===== src/rtl/spi_cmd_seq_if.sv =====
// spi_cmd_seq_if: command/response streams plus the spi_top register port,
// seen from the sequencer (slave) and from its driver (master).
interface spi_cmd_seq_if;
  logic [7:0] cfg_ctrl;
  logic       cmd_valid;
  logic       cmd_ready;
  logic [7:0] cmd_data;
  logic [2:0] cmd_ss;
  logic       cmd_last;
  logic       rsp_valid;
  logic       rsp_ready;
  logic [7:0] rsp_data;
  logic       rsp_err;
  logic [1:0] addr;
  logic       wr;
  logic [7:0] data_wr;
  logic [7:0] data_rd;
  modport slave (
    input  cfg_ctrl, cmd_valid, cmd_data, cmd_ss, cmd_last, rsp_ready, data_rd,
    output cmd_ready, rsp_valid, rsp_data, rsp_err, addr, wr, data_wr
  );
  modport master (
    output cfg_ctrl, cmd_valid, cmd_data, cmd_ss, cmd_last, rsp_ready, data_rd,
    input  cmd_ready, rsp_valid, rsp_data, rsp_err, addr, wr, data_wr
  );
endinterface


===== src/rtl/spi_cmd_seq.sv =====
// spi_cmd_seq: runs one byte transfer per command through the spi_top register
// port, holding slave select across bursts and aborting a stuck transfer.
module spi_cmd_seq #(
  parameter int TIMEOUT = 1024,
  parameter int TO_W    = 11
) (
  input  logic          clk,
  input  logic          rst_n,
  spi_cmd_seq_if.slave  bus
);
  typedef enum logic [3:0] {IDLE, WR_CFG, WR_SS, WR_TX, WR_START, POLL, RD_RX, ERR, DESEL, RSP} state_t;
  state_t state, state_n;
  logic [7:0] cfg_q, data_q, rsp_data, data_wr;
  logic [2:0] ss_q;
  logic [1:0] addr;
  logic [TO_W-1:0] cnt;
  logic last_q, burst, run, rsp_err, wr, hs;
  // run keeps cmd_ready low while reset is held and until the first clock after it
  assign hs            = bus.cmd_valid & bus.cmd_ready;
  assign bus.cmd_ready = run & (state == IDLE);
  assign bus.rsp_valid = state == RSP;
  assign bus.rsp_data  = rsp_data;
  assign bus.rsp_err   = rsp_err;
  assign bus.addr      = addr;
  assign bus.wr        = wr;
  assign bus.data_wr   = data_wr;
  always_comb begin
    state_n = state;
    addr    = 2'd0;
    wr      = 1'b0;
    data_wr = 8'h00;
    case (state)
      IDLE:     state_n = hs ? (burst ? WR_TX : WR_CFG) : IDLE;
      WR_CFG:   begin wr = 1'b1; addr = 2'd0; data_wr = cfg_q; state_n = WR_SS; end
      WR_SS:    begin wr = 1'b1; addr = 2'd2; data_wr = ~(8'h01 << ss_q); state_n = WR_TX; end
      WR_TX:    begin wr = 1'b1; addr = 2'd1; data_wr = data_q; state_n = WR_START; end
      WR_START: begin wr = 1'b1; addr = 2'd3; data_wr = 8'h01; state_n = POLL; end
      POLL: begin
        addr    = 2'd3;
        state_n = bus.data_rd[0] ? RD_RX : (cnt == TO_W'(TIMEOUT - 1)) ? ERR : POLL;
      end
      RD_RX:    begin addr = 2'd1; state_n = last_q ? DESEL : RSP; end
      ERR:      state_n = DESEL;
      DESEL:    begin wr = 1'b1; addr = 2'd2; data_wr = 8'hFF; state_n = RSP; end
      RSP:      state_n = bus.rsp_ready ? IDLE : RSP;
      default:  state_n = IDLE;
    endcase
  end
  always_ff @(posedge clk or negedge rst_n) begin
    if (!rst_n) begin
      state    <= IDLE;
      run      <= 1'b0;
      burst    <= 1'b0;
      cfg_q    <= 8'h00;
      data_q   <= 8'h00;
      ss_q     <= 3'd0;
      last_q   <= 1'b0;
      cnt      <= '0;
      rsp_data <= 8'h00;
      rsp_err  <= 1'b0;
    end else begin
      state <= state_n;
      run   <= 1'b1;
      if (state == IDLE && hs) begin
        data_q <= bus.cmd_data;
        last_q <= bus.cmd_last;
        if (!burst) begin
          cfg_q <= bus.cfg_ctrl;
          ss_q  <= bus.cmd_ss;
        end
      end
      if (state == WR_SS) burst <= 1'b1;
      if (state == DESEL) burst <= 1'b0;
      if (state == WR_START) cnt <= '0;
      if (state == POLL) cnt <= (cnt == TO_W'(TIMEOUT)) ? cnt : cnt + 1'b1;
      if (state == RD_RX) begin
        rsp_data <= bus.data_rd;
        rsp_err  <= 1'b0;
      end
      if (state == ERR) begin
        rsp_data <= 8'h00;
        rsp_err  <= 1'b1;
      end
    end
  end
endmodule


===== src/flat_wrapper.sv =====
// flat-port wrapper written by rule: the top's interface ports become plain ports
module spi_cmd_seq_flat 
#(
  parameter int TIMEOUT = 1024,
  parameter int TO_W    = 11
)
  (clk, rst_n, bus_cfg_ctrl, bus_cmd_valid, bus_cmd_data, bus_cmd_ss, bus_cmd_last, bus_rsp_ready, bus_data_rd, bus_cmd_ready, bus_rsp_valid, bus_rsp_data, bus_rsp_err, bus_addr, bus_wr, bus_data_wr);
  spi_cmd_seq_if bus_i ();
  input  logic clk;
  input  logic rst_n;
  input wire logic [$bits(bus_i.cfg_ctrl)-1:0] bus_cfg_ctrl;
  input wire logic [$bits(bus_i.cmd_valid)-1:0] bus_cmd_valid;
  input wire logic [$bits(bus_i.cmd_data)-1:0] bus_cmd_data;
  input wire logic [$bits(bus_i.cmd_ss)-1:0] bus_cmd_ss;
  input wire logic [$bits(bus_i.cmd_last)-1:0] bus_cmd_last;
  input wire logic [$bits(bus_i.rsp_ready)-1:0] bus_rsp_ready;
  input wire logic [$bits(bus_i.data_rd)-1:0] bus_data_rd;
  output wire logic [$bits(bus_i.cmd_ready)-1:0] bus_cmd_ready;
  output wire logic [$bits(bus_i.rsp_valid)-1:0] bus_rsp_valid;
  output wire logic [$bits(bus_i.rsp_data)-1:0] bus_rsp_data;
  output wire logic [$bits(bus_i.rsp_err)-1:0] bus_rsp_err;
  output wire logic [$bits(bus_i.addr)-1:0] bus_addr;
  output wire logic [$bits(bus_i.wr)-1:0] bus_wr;
  output wire logic [$bits(bus_i.data_wr)-1:0] bus_data_wr;
  assign bus_i.cfg_ctrl = bus_cfg_ctrl;
  assign bus_i.cmd_valid = bus_cmd_valid;
  assign bus_i.cmd_data = bus_cmd_data;
  assign bus_i.cmd_ss = bus_cmd_ss;
  assign bus_i.cmd_last = bus_cmd_last;
  assign bus_i.rsp_ready = bus_rsp_ready;
  assign bus_i.data_rd = bus_data_rd;
  assign bus_cmd_ready = bus_i.cmd_ready;
  assign bus_rsp_valid = bus_i.rsp_valid;
  assign bus_rsp_data = bus_i.rsp_data;
  assign bus_rsp_err = bus_i.rsp_err;
  assign bus_addr = bus_i.addr;
  assign bus_wr = bus_i.wr;
  assign bus_data_wr = bus_i.data_wr;
  spi_cmd_seq #(.TIMEOUT(TIMEOUT), .TO_W(TO_W)) u_core (.clk(clk), .rst_n(rst_n), .bus(bus_i));
endmodule

===== config.mk =====
export PLATFORM = sky130hd
export DESIGN_NAME = spi_cmd_seq_flat
export DESIGN_NICKNAME = d
export VERILOG_FILES = /design/src/rtl/spi_cmd_seq_if.sv /design/src/rtl/spi_cmd_seq.sv /design/src/flat_wrapper.sv
export SDC_FILE = /design/constraint.sdc
export NUM_CORES = 1
export LEC_CHECK = 0
export ABC_CLOCK_PERIOD_IN_PS = 2650
export BUFFER_PORTS_ARGS = -buffer_cell sky130_fd_sc_hd__buf_4
export CAP_MARGIN = 20
export CORE_ASPECT_RATIO = 0.7
export CORE_MARGIN = 3
export CORE_UTILIZATION = 45
export CTS_CLUSTER_SIZE = 25
export DETAILED_ROUTE_END_ITERATION = 12
export PLACE_DENSITY = 0.68
export SLEW_MARGIN = 20
export SYNTH_ARGS = -nofsm -noshare
export SYNTH_HDL_FRONTEND = slang
export SYNTH_SLANG_ARGS = --single-unit
export TNS_END_PERCENT = 50

===== constraint.sdc =====
create_clock -name clk -period 2.65 [get_ports clk]
set_clock_uncertainty 0.05 [all_clocks]
set_input_delay 0 -clock clk [delete_from_list [all_inputs] [get_ports clk]]
set_output_delay 0 -clock clk [all_outputs]
set_load 0.01 [all_outputs]

# [Yosys cells after proc, flatten, opt, wreduce, memory -nomap -nowiden]
# Cells that the tools add are included.
[word_totals] regBits=46 out_inout_bits=22
[op_classes] n_addsub=1 eq_ne=12 shift=1 mux=19 bitwise_logic=4 reduce_logical=11
[ops] operator="case mux 4 bit (10 select lines)" n=1
[ops] operator="case mux 8 bit (5 select lines)" n=1
[ops] operator="2-to-1 mux 11 bit" n=3
[ops] operator="== test 4 x 3 -> 1 bit (second input constant)" n=4
[ops] operator="2-to-1 mux 8 bit" n=2
[ops] operator="2-to-1 mux 4 bit" n=3
[ops] operator="adder 11 x 1 -> 11 bit (second input constant)" n=1
[ops] operator="== test 11 x 10 -> 1 bit (second input constant)" n=1
[ops] operator="== test 11 bit (second input constant)" n=1
[ops] operator="== test 4 x 2 -> 1 bit (second input constant)" n=2
[ops] operator="== test 4 bit (second input constant)" n=2
[ops] operator="inverter 8 bit" n=1
[ops] operator="left shift 1 x 3 -> 8 bit (first input constant)" n=1
[ops] operator="2-to-1 mux 1 bit" n=6
[ops] operator="case mux 2 bit (3 select lines)" n=1
[ops] operator="nonzero test 2 bit" n=3
[ops] operator="OR reduction 2 bit" n=3
[ops] operator="OR reduction 5 bit" n=1
[ops] operator="== test 4 x 1 -> 1 bit (second input constant)" n=1
[ops] operator="zero test 4 bit" n=1
[ops] operator="2-to-1 mux 2 bit" n=2
[ops] operator="AND reduction 2 bit" n=2
[ops] operator="AND 1 bit" n=2
[ops] operator="inequality test 2 bit (second input constant)" n=1
[ops] operator="2 further kinds" n=2

# [Longest topological paths before layout]
[logic_depth] ltp_word=5 ltp_mapped=6 ltp_nobuf=6

# [Worst setup path before layout]
# Ideal clock, no wire load.
[synth_timing] kind="register to register" startpoint="register u_core.state[3]" endpoint="register u_core.cnt[6]" t_arrival_ns=1.515 setup_slack_ns=0.959 stages_incl_launch_ff=6 path_buffers=2 period_less_slack_ns=1.691 cell_sequence="dfrtp_1 > buf_6 > or3b_1 > buf_6 > a31o_4 > a221o_1"
[synth_between] elab_chain_len=3
[synth_lines] item="start: declaration" line_no="spi_cmd_seq.sv:12" source="state_t state, state_n;"
[synth_lines] item="start signal: assignment" line_no="spi_cmd_seq.sv:62" source="state <= state_n;"
[synth_lines] item="== test 4 x 3 -> 1 bit, on equally long branches" line_no="spi_cmd_seq.sv:75, spi_cmd_seq.sv:74"
[synth_lines] item="inequality test 2 bit (no line) / nonzero test 2 bit (equally long branches)"
[synth_lines] item="AND reduction 2 bit (no line)"
[synth_lines] item="end signal: assignment" line_no="spi_cmd_seq.sv:75" source="if (state == POLL) cnt <= (cnt == TO_W'(TIMEOUT)) ? cnt : cnt + 1'b1;"
[synth_lines] item="end: declaration" line_no="spi_cmd_seq.sv:16" source="logic [TO_W-1:0] cnt;"
# Several ways; a longest one is shown, not always the timed one.
# A chain may end at the register's enable or synchronous reset.

# [Worst setup path in the final report]
[layout_timing] startpoint="register u_core.state[0]" endpoint="output bus_data_wr[4]"
[layout_between] elab_chain_len=2
[layout_lines] item="== test 4 bit (tied with other cells)" line_no="spi_cmd_seq.sv:32" source="case (state)"
[layout_lines] item="case mux 8 bit (5 select lines) *" line_no="spi_cmd_seq.sv:32"
[layout_lines] item="end: declaration" line_no="flat_wrapper.sv:24" source="output wire logic [$bits(bus_i.data_wr)-1:0] bus_data_wr;"
# Mark *: on every way between the ends. The rest lies on a longest branch, timed or not.

==> results.yml <==
worst_setup_path:
  r2r_slack_ns: 0.65
  reg2reg_depth: 4
  crit_path_start_kind: "register"
  worstPathCellList: "buf_4, inv_1, nand3_1, o32ai_1, a21o_1, buf_4"
  critPathMostFrequentCell: "buf_4"
  crit_path_start: "u_core.state[0]$_DFF_PN0_"
  critPathMaxStageDelay_ns: 0.40
  crit_type: "register to output pin"
  arrival_ns: 2.07
  crit_path_top_delay_cell: "dfrtp_1"
  worstSetupEndpointType: "output pin"
  regToRegEndpoint: "u_core.cfg_q[3]$_DFFE_PN0P_"
  worst-endpoint-required_ns: 2.60
  cp_max_fo: 22
  r2r-start: "u_core.state[1]$_DFF_PN0_"
  endpoint: "bus_data_wr[4]"
power:
  power.leakage_nw: 1.497
  peakVddDrop_mv: 0.5763
  power_mw: 3.249
  powerDensity_mw_per_mm2: 1005
layout:
  nNetsFinal: 362
  areaGrowthSynthToFinish_pct: 33.75
  layout-drive-gt1-share: 0.2766
  antenna_cells: 0
clock_tree:
  cts-root-buf: "clkbuf_8"
  cts_setup_buffers: 0
  numCtsBuffers: 5
  clk_latency_ns: 0.30
  clockBufferDepth: 2
  clk_pin_slew_ns: 0.08
  cts_tree: "yes"
  cts.sinks: 46
  htreeDepth: 2
  postCtsHoldBufs: 29
  cts_resized: 0
floorplanning:
  dieArea_sq_mm: 0.006301
  io_pins: 54
  die_h_microns: 67.32
  num_rows: 21
  core-area_sq_mm: 0.004966
  die_w_microns: 93.60
  start_util: 0.4868
logic_synthesis:
  synth.cell_area_sq_mm: 0.002417
  syn_nets: 286
  synth_top_cell_area_share: 0.4762
  synth_top_flop_cell: "dfrtp_1"
  synthDistinctLibCells: 48
  synth-async-reset-ratio: 1.000
  yosys.area.top_type: "dfrtp_1"
  seq_area_frac_synth: 0.4762
  postSynthCellCount: 252
  ys.warnings.count: 0
  synth_area_leaders: "dfrtp_1 (48%), mux2_2 (9.3%), nand2_1 (5.7%), o21ai_0 (3.5%), a21oi_1 (3.1%)"
  synth_area_per_cell_sq_um: 9.593
  synth_edf_count: 0
  ys_ff_latch: 46
global_routing:
  grt_remaining_overflow: 0
  use_met1: 0.3028
  grt_first_pass_wirelength_microns: 9770
  gr-usage-all-layers: 0.1999
  busiest_layer: "met1"
  use_met3: 0.05011
  antenna_found_initial: 0
  grt_max_degree: 47
  first_global_vias: 1967
  met2_usage: 0.2850
hold_path:
  min-delay-path-class: "input pin to register"
  holdPathStages: 4
outcome:
  status: "finished, final reports clean"
sta:
  worst_pin_slew_ns: 0.6360
  finalSetupTns_ns: 0
  max_freq_mhz: 472.0
  rsz0062_at_grt: "false"
  finalCriticalPeriod_ns: 2.119
  relSlewSlack: 0.5737
  finalHoldViolations: 0
  setup_viol: 0
  slew_violations: 0
  period_share: 0.7995
route:
  drc: 0
  antenna_left: 0
  firstDrtPassIters: 5
  wl_per_cell_microns: 15.02
  wl_microns: 5977
  routed-via-count: 2149
  drt_iter0_drc: 205
  via_per_inst: 5.399
placed_design:
  hpwl_microns: 4020
  gp_congestion: 0.8179
  port_buffers: 53
flow_run:
  max_cap_violations: 0
==> logic make-up (layout without fill, tap and decap cells) <==
logic type,after synthesis,in the layout,share of synthesized area
muxes,20,20,0.09317
and+or+nand+nor,94,94,0.1920
adders and majority gates,2,2,0.01035
buffers and inverters,24,101,0.04555
AOI/OAI and AO/OA,61,61,0.1667
DFF,46,46,0.4762
xor gates and xnor gates,4,4,0.01450
other,1,1,0.001551
==> layout by cell type, fill, tap and decap left out, drive strengths merged, types with 2 or more instances in the layout <==
cell type / instances
ha: 2
nor4b: 2
or3: 4
inv: 7
a211o: 5
nand2: 37
nor3: 14
nor2: 16
clkbuf: 6
o21ai: 18
nand3: 8
o211ai: 2
dfrtp: 46
a31o: 2
nor2b: 2
a31oi: 4
dlygate4sd3: 29
mux2: 20
nand2b: 2
a211oi: 2
a21o: 3
or3b: 2
o31ai: 2
a21oi: 15
xnor2: 3
buf: 57
o221ai: 2
==> report_power, final <==
part           leakage, nW  switching [mW]  internal (mW)
logic                0.867           0.839          0.785
registers            0.583           0.217          0.962
clock network       0.0472           0.236          0.210
total                 1.50            1.29           1.96
==> worst max-delay path, delay by kind of cell (launching register included) <==
kind            cells  cell delay, ns
buf+inv             3            0.65
flops               1            0.40
compound gates      2            0.40
simple gates        1            0.31
==> routing by layer <==
layer  up-vias  part of all wire
met5         -                 0
met4         0             0.011
met3        10             0.068
met2        79              0.42
met1      1021              0.50
li1       1039                 -
==> area by class of cell <==
cell class	count	area, sq um
sequential	46	1151
timing repair buffer	86	718.2
multi-input combinational	182	1156
clock inverter	2	12.51
inverter	7	26.28
clock buffer	6	82.58
tap	69	86.33
fill	387	1733
==> registers in the layout, summed over array words and instances, names as in the netlist <==
name	flops
u_core.cnt	11
u_core.bus.rsp_data	8
u_core.cfg_q	8
u_core.data_q	8
u_core.state	4
u_core.ss_q	3
u_core.burst	1
u_core.bus.rsp_err	1
u_core.last_q	1
u_core.run	1
==> stage by stage <==
stage	utilization	cells	hold WS, ns	cell area (sq um)	worst slack [ns]
global placement	0.5734	361	-0.01061	2848	0.7477
finish	0.6510	398	0.009327	3233	0.5314
detailed placement	0.5734	361	-0.009304	2848	0.6766
CTS	0.6510	398	0.002314	3233	0.5174
global route	0.6510	398	0.02724	3233	0.2731
floorplan	-	252	-0.3456	2417	0.9593
==> synthesized netlist by cell type (2+ instances only) <==
| master | number |
|---|---|
| nor2b_1 | 2 |
| inv_1 | 7 |
| buf_1 | 3 |
| nor2_1 | 16 |
| buf_6 | 2 |
| o221ai_1 | 2 |
| dfrtp_1 | 46 |
| o21ai_0 | 17 |
| a211oi_1 | 2 |
| nand2_1 | 37 |
| a21oi_1 | 15 |
| xnor2_1 | 3 |
| buf_2 | 4 |
| nand3_1 | 8 |
| mux2_2 | 20 |
| a211o_1 | 5 |
| o211ai_1 | 2 |
| or3b_1 | 2 |
| clkbuf_1 | 8 |
| nand2b_1 | 2 |
| nor3_1 | 13 |
| a31oi_1 | 3 |
| or3_1 | 4 |
| ha_1 | 2 |
| a21o_1 | 3 |
| o31ai_1 | 2 |
==> how the worst min path moves through the flow <==
stage | end | start
finish | u_core.state[3]$_DFF_PN0_ | bus_rsp_ready
global route | u_core.state[3]$_DFF_PN0_ | bus_rsp_ready
CTS | u_core.state[3]$_DFF_PN0_ | bus_rsp_ready
detailed placement | u_core.cnt[3]$_DFFE_PN0P_ | rst_n
global placement | u_core.cnt[3]$_DFFE_PN0P_ | rst_n
floorplan | u_core.burst$_DFFE_PN0P_ | rst_n
(Power assumes the default switching activity.)
